--- config.mk ---
export PLATFORM = sky130hd
export DESIGN_NAME = gpo_blink_pio
export DESIGN_NICKNAME = d
export VERILOG_FILES = /design/src/rtl/gpo_blink_pkg.sv /design/src/rtl/gpo_blink_timebase.sv /design/src/rtl/gpo_blink_pio.sv
export SDC_FILE = /design/constraint.sdc
export NUM_CORES = 1
export LEC_CHECK = 0
export BUFFER_PORTS_ARGS = -buffer_cell sky130_fd_sc_hd__buf_2
export CORE_ASPECT_RATIO = 1.5
export CORE_UTILIZATION = 55
export CTS_BUF_LIST = sky130_fd_sc_hd__clkbuf_2
export DETAILED_ROUTE_END_ITERATION = 8
export GPL_TIMING_DRIVEN = 0
export PLACE_DENSITY = 0.78
export SLEW_MARGIN = 20
export SYNTH_ARGS = -nofsm -noshare
export SYNTH_HDL_FRONTEND = slang
export SYNTH_SLANG_ARGS = --single-unit
--- constraint.sdc ---
create_clock -name clk -period 3.4 [get_ports clk]
set_input_delay 0.51 -clock clk [delete_from_list [all_inputs] [get_ports clk]]
set_output_delay 0.51 -clock clk [all_outputs]
set_load 0.01 [all_outputs]
--- src/rtl/gpo_blink_pkg.sv ---
// gpo_blink_pkg: register map and STATUS bit positions shared by the blinking GPO
package gpo_blink_pkg;

    localparam logic [2:0] ADDR_DATA     = 3'd0;
    localparam logic [2:0] ADDR_BLINK_EN = 3'd1;
    localparam logic [2:0] ADDR_PERIOD   = 3'd2;
    localparam logic [2:0] ADDR_STATUS   = 3'd3;
    localparam logic [2:0] ADDR_OUTSET   = 3'd4;
    localparam logic [2:0] ADDR_OUTCLEAR = 3'd5;
    localparam logic [2:0] ADDR_TOGGLE   = 3'd6;

    localparam int STATUS_PHASE_BIT   = 0;
    localparam int STATUS_RUNNING_BIT = 1;

endpackage

--- src/rtl/gpo_blink_timebase.sv ---
// gpo_blink_timebase: half-period counter producing the blink phase
module gpo_blink_timebase #(
    parameter int PERIOD_W = 24
) (
    input  logic                clk,
    input  logic                reset,
    input  logic [PERIOD_W-1:0] period,
    input  logic                period_wr,
    output logic                phase,
    output logic                running
);

    logic [PERIOD_W-1:0] count;
    logic                wrap;

    assign running = period != '0;
    assign wrap    = running && count == period - PERIOD_W'(1);

    // count while running; a PERIOD write restarts the cycle and beats a wrap on the same edge
    always_ff @(posedge clk or posedge reset)
        if (reset) begin
            count <= '0;
            phase <= 1'b0;
        end else if (period_wr || !running) begin
            count <= '0;
            phase <= 1'b0;
        end else if (wrap) begin
            count <= '0;
            phase <= ~phase;
        end else
            count <= count + PERIOD_W'(1);

endmodule

--- src/rtl/gpo_blink_pio.sv ---
// gpo_blink_pio: Avalon-MM GPO with set/clear/toggle access and per-bit blinking
module gpo_blink_pio
    import gpo_blink_pkg::*;
#(
    parameter int               WIDTH       = 8,
    parameter int               PERIOD_W    = 24,
    parameter logic [WIDTH-1:0] RESET_VALUE = '0
) (
    input  logic             clk,
    input  logic             reset,
    input  logic [2:0]       address,
    input  logic             chipselect,
    input  logic             write_n,
    input  logic [31:0]      writedata,
    output logic [31:0]      readdata,
    output logic [WIDTH-1:0] out_port
);

    logic                wr;
    logic [WIDTH-1:0]    wd;
    logic [WIDTH-1:0]    data;
    logic [WIDTH-1:0]    data_next;
    logic [WIDTH-1:0]    blink_en;
    logic [PERIOD_W-1:0] period;
    logic                period_wr;
    logic                phase;
    logic                running;
    logic [31:0]         status;
    logic                unused_bits;

    assign wr          = chipselect & ~write_n;
    assign wd          = writedata[WIDTH-1:0];
    assign period_wr   = wr && address == ADDR_PERIOD;
    assign unused_bits = ^writedata;

    gpo_blink_timebase #(.PERIOD_W(PERIOD_W)) u_timebase (
        .clk      (clk),
        .reset    (reset),
        .period   (period),
        .period_wr(period_wr),
        .phase    (phase),
        .running  (running)
    );

    // DATA next value for direct, set, clear and toggle writes
    always_comb
        data_next = !wr                      ? data :
                    address == ADDR_DATA     ? wd :
                    address == ADDR_OUTSET   ? data | wd :
                    address == ADDR_OUTCLEAR ? data & ~wd :
                    address == ADDR_TOGGLE   ? data ^ wd : data;

    // register file plus registered output with blinking bits blanked in phase 1
    always_ff @(posedge clk or posedge reset)
        if (reset) begin
            data     <= RESET_VALUE;
            blink_en <= '0;
            period   <= '0;
            out_port <= RESET_VALUE;
        end else begin
            data <= data_next;
            if (wr && address == ADDR_BLINK_EN)
                blink_en <= wd;
            if (period_wr)
                period <= writedata[PERIOD_W-1:0];
            out_port <= data & ~(blink_en & {WIDTH{phase}});
        end

    // STATUS word assembled from the shared bit positions
    always_comb begin
        status                     = '0;
        status[STATUS_PHASE_BIT]   = phase;
        status[STATUS_RUNNING_BIT] = running;
    end

    // zero-latency read mux; write-only and reserved addresses read as zero
    always_comb
        readdata = address == ADDR_DATA     ? 32'(data) :
                   address == ADDR_BLINK_EN ? 32'(blink_en) :
                   address == ADDR_PERIOD   ? 32'(period) :
                   address == ADDR_STATUS   ? status : '0;

endmodule

### Word-level counts from Yosys, hierarchy flattened

Index checks and enable logic that the tools add are counted.
Widths: inputs -> output; s select.

| cells by class | value |
|---|---|
| add/sub/neg operators | 2 |
| equality and inequality tests | 7 |
| mux-type cells | 12 |
| bitwise gates (word level) | 10 |
| reductions and logical operators | 10 |

Operators with widths:

| cell | number |
|---|---|
| $mux 24 | 5 |
| $mux 8 | 4 |
| $add 24x1->24 const B | 1 |
| $and 8x8->8 | 3 |
| $eq 24x24->1 | 1 |
| $reduce_bool 24->1 | 1 |
| $sub 24x1->24 const B | 1 |
| $not 8->8 | 2 |
| $eq 3x3->1 const B | 3 |
| $or 8x8->8 | 1 |
| $xor 8x8->8 | 1 |
| $eq 3x2->1 const B | 2 |
| $reduce_bool 4->1 | 1 |
| $eq 3x1->1 const B | 1 |
| $logic_and 1x1->1 | 3 |
| $logic_not 3->1 | 1 |
| $mux 1 | 2 |
| $mux 2 | 1 |
| $not 1->1 | 2 |
| $reduce_and 2->1 | 1 |
| $reduce_bool 2->1 | 1 |
| $and 1x1->1 | 1 |
| $logic_not 1->1 | 1 |
| $logic_or 1x1->1 | 1 |

| storage, ports and cells | value |
|---|---|
| register bits after elaboration | 73 |
| input bits | 39 |
| output and inout bits | 40 |

### Logic depth before layout (Yosys ltp)

| logic depth | value |
|---|---|
| depth after elaboration | 5 |
| depth in mapped cells | 12 |

### Modules after synthesis

From an unflattened synthesis, not the netlist that was laid out.

| second synthesis, totals | value |
|---|---|
| cells, all modules | 541 |
| area, all modules | 5121.2 um^2 |

Modules (own cells, without submodules):

| module | times used | cells an instance | area each (um^2) |
|---|---|---|---|
| gpo_blink_pio | 1 | 270 | 2721.4 |
| gpo_blink_timebase | 1 | 271 | 2399.8 |

### Worst setup path before layout

No wires, ideal clock.

| timing | value |
|---|---|
| path type | register to register |
| start | register period[0] |
| end | register u_timebase.phase |
| setup time | 0.127 ns |
| data arrival time | 2.903 ns |
| data required time | 3.273 ns |
| slack | 0.369 ns |
| cell stages (with the launch flop) | 12 |
| buffers on the path | 2 |
| cells stage by stage | dfrtp_1 clkbuf_1 inv_1 ha_1 buf_2 nor3b_2 nand2_1 or4_1 a211oi_1 nor3_1 nor4_4 mux2_1 |

| between the ends | value |
|---|---|
| longest elaborated chain between the ends | 4 |
| elaborated cells between the ends (all ways) | 8 |
| those cells by class | 1 x add/sub; 1 x eq/ne; 1 x mux; 5 x reduce/logical |

RTL lines:

| what | line | source |
|---|---|---|
| start: declaration | gpo_blink_pio.sv:24 | `logic [PERIOD_W-1:0] period;` |
| start signal: assignment | gpo_blink_pio.sv:65 | `period <= writedata[PERIOD_W-1:0];` |
| $sub 24x1->24 or $reduce_bool 24->1 (tied branches) | gpo_blink_timebase.sv:17, gpo_blink_timebase.sv:16 |  |
| $eq 24x24->1 or $logic_not 1->1 (tied branches) | gpo_blink_timebase.sv:17, gpo_blink_timebase.sv:24 |  |
| $logic_and 1x1->1 or $logic_or 1x1->1 (tied branches) | gpo_blink_timebase.sv:17, gpo_blink_timebase.sv:24 |  |
| $reduce_bool 2->1 (no source line) or $mux 1 (tied branches) | -- |  |
| end signal: assignment | gpo_blink_timebase.sv:29 | `phase <= ~phase;` |
| end: declaration | gpo_blink_timebase.sv:9 | `output logic phase,` |

Parallel ways exist; a longest one is shown, timed or not.
A chain may end at the register's enable or synchronous reset.

### Worst setup path after layout

| timing | value |
|---|---|
| start | register period[18] |
| end | output readdata[1] |

| between the ends | value |
|---|---|
| longest elaborated chain between the ends | 5 |

RTL lines:

| what | line | source |
|---|---|---|
| $reduce_bool 24->1 | gpo_blink_timebase.sv:16 | `assign running = period != '0;` |
| $mux 2 | gpo_blink_pio.sv:81 | `address == ADDR_STATUS ? status : '0;` |
| $mux 24 | gpo_blink_pio.sv:80 | `address == ADDR_PERIOD ? 32'(period) :` |
| $mux 24 | gpo_blink_pio.sv:79 | `address == ADDR_BLINK_EN ? 32'(blink_en) :` |
| $mux 24 | gpo_blink_pio.sv:78 | `readdata = address == ADDR_DATA ? 32'(data) :` |
| end: declaration | gpo_blink_pio.sv:15 | `output logic [31:0] readdata,` |

No other way between the ends.

==> results.tsv <==
metric	value	unit
outcome	complete, but fails checks	
violations	setup timing	
startpoint	period[18]	
slowest_delay	0.47	ns
clock_latency	0.56	ns
dp_hpwl	9500	um
synthTopCellsByCount	dfrtp_1 (73), nand2_1 (37), o21ai_0 (37)	
vdd_ir_drop_max	0.326	mV
clk_pin_slew	0.20	ns
drc_errors	0	
slew_viol_final	0	
max-slew-margin-rel	0.365	
r2r-end	u_timebase.phase	
clock_skew	0.0344	ns
grt_pass1_wl	20700	um
die_area	9190	um^2
fmax	0.289	GHz
finalPower	0.00273	W
first_iter_violations	247	
cts_sinks	73	
rsz0062_at_grt	yes	
grt_max_degree	54	
synthFlopType	dfrtp_1	
worstHoldEndpoint	period[17]	
die_w	78.6	um
gr-total-overflow	0	
synth.most_common_cell	dfrtp_1	
syn_inst	524	
die_h	117	um
ys_warn_count	0	
fin_nets	673	
design_area	5580	um^2
routed_wirelength	12800	um
r2r_slack	0.23	ns
power.density	489	nW/um^2
tightest_slew	0.950	ns
initial_utilization	0.572	
via_count	4262	
crit_arrival	2.96	ns
worstPathMaxFanout	2	
cts_root_buf	clkbuf_2	
hp-start	writedata[17]	
placement_rows	41	
seq_area_frac_synth	0.377	
yosys.area.top_type_share	0.377	
critPathSlowestCell	dfrtp_2	
hold_depth	2	
synth_cell_types	58	
path_cells	or3_1 > or4_4 > or3_4 > mux4_2 > and2_4 > buf_6	
grt_pass1_vias	4345	
clockBufferDepth	2	
period_needed	3.47	ns
async_flop_share	1.00	
ys_seq_elements	73	
reg2reg_from	period[2]	
ff2ff_path_depth	13	
fin_ws	-0.0655	ns
p_leak	2.57	nW
gp_congestion	0.951	
drive_gt1_frac	0.237	
crit_path_start_kind	flop	
synth_edf_count	0	
endpoint_kind	output port	
wl_per_cell	17.6	um
placed_area	5340	um^2
hold_viol	0	
avgSynthCellArea	9.24	um^2
drtPass1Iterations	5	
postRouteAntennaNets	0	
via_per_inst	5.85	
synthesis.area	4840	um^2
synthToLayoutAreaGrowth	15.2	%
setup_violations	1	
core	8460	um^2
drv_cap	0	
cts_max_level	3	
critPathRequiredTime	2.89	ns
grt_usage	0.297	
worstSetupPathType	flop to output port	
hp-class	input port to flop	
portBuffers	61	
yosysTopAreaCell	dfrtp_1	
cts_tree	done	
num_io_pins	79	
n_antenna_cell	0	
numCtsBuffers	9	
tns	-0.0655	ns
antenna_found_initial	0	
synth_area_leaders	dfrtp_1 (38%), mux2_2 (5.6%), xnor2_1 (4.7%), ha_1 (4.7%), xor2_1 (4.5%)	
finalCritPeriodShare	1.02	
per-stage QoR:
step	worst slack (ns)	std cells	hold WS (ns)	utilization
3_5_place_dp	-0.263	700	0.475	0.630
2_1_floorplan	0.369	531	0.434	-
5_1_grt	-0.142	728	0.148	0.659
6_report	-0.0655	728	0.166	0.659
3_3_place_gp	-0.0991	699	0.454	0.627
4_1_cts	-0.0596	725	0.160	0.656
metal layers:
metal	global-route usage	wire length [um]	vias up
met2	0.546	6930	128
met5	0	0	-
met4	0.169	506	0
met3	0.0457	446	39
li1	-	-	2011
met1	0.322	4960	2084
cell usage in the layout, fill, tap and decap left out, types with 10 or more instances in the layout:
cell type and n:
a21oi_1 19, a22oi_1 16, and2_1 17, buf_2 61
buf_4 24, clkbuf_1 22, clkbuf_2 11, dfrtp_1 69
ha_1 18, inv_1 26, mux2_2 24, mux2i_1 10
nand2_1 37, nand4_1 12, nor2_1 32, nor3_1 32
o21ai_0 37, xnor2_1 26, xor2_1 25
report_power, final:
part	total (W)	internal [W]	switching, W
sequential	0.00125	0.00105	0.000207
clock	0.000409	0.0000926	0.000317
combinational	0.00107	0.000499	0.000566
total	0.00273	0.00164	0.00109
how the worst max path moves through the flow:
stage | end | slack (ns) | cells past startpoint
after CTS | readdata[1] | -0.06 | 6
after global routing | readdata[1] | -0.14 | 10
after detailed placement | u_timebase.count[22] | -0.26 | 12
final | readdata[1] | -0.07 | 6
after floorplan | u_timebase.phase | 0.37 | 11
after global placement | u_timebase.phase | -0.1 | 11
worst max-delay path, delay by kind of cell (launching register included):
kind	cells	cell delay, ns
and+or+nand+nor	4	1.35
DFF	1	0.47
muxes	1	0.47
buffers and inverters	1	0.11
area by class of cell:
cell class	instances	area (um^2)
plain buffers	37	200
clock buffers	11	55.1
clock inverters	5	22.5
fillers	690	2890
inverters	27	104
multi-input cells	392	2780
flip-flops and latches	73	1830
well taps	107	134
repair buffers	76	447
kinds of logic (layout without fill, tap and decap cells):
kind of cell | after synthesis | count (layout) | synth area share
AND/OR/NAND/NOR | 184 | 184 | 0.215
AO/OA/AOI/OAI | 94 | 94 | 0.120
flip-flops | 73 | 73 | 0.377
buffers and inverters | 66 | 156 | 0.0602
XOR/XNOR | 51 | 51 | 0.0923
multiplexers | 37 | 37 | 0.0882
adder cells (fa/ha/maj) | 18 | 18 | 0.0465
other | 1 | 8 | 0.000775
timing repair:
action | 4_1_cts | 5_1_grt
pin swaps | 3 | 3
setup endpoints to repair | 26 | 22
gates resized for setup | 17 | 1
endpoints found under the hold margin | 20 | 0
setup buffers | 10 | 3
hold buffers | 1 | 0
sequential cells by signal, indices dropped and copies added (netlist names):
register,count
u_timebase.phase,1
u_timebase.count,24
blink_en,8
data,8
period,24
out_port,8
No activity file was read; power rests on OpenSTA's default activity.
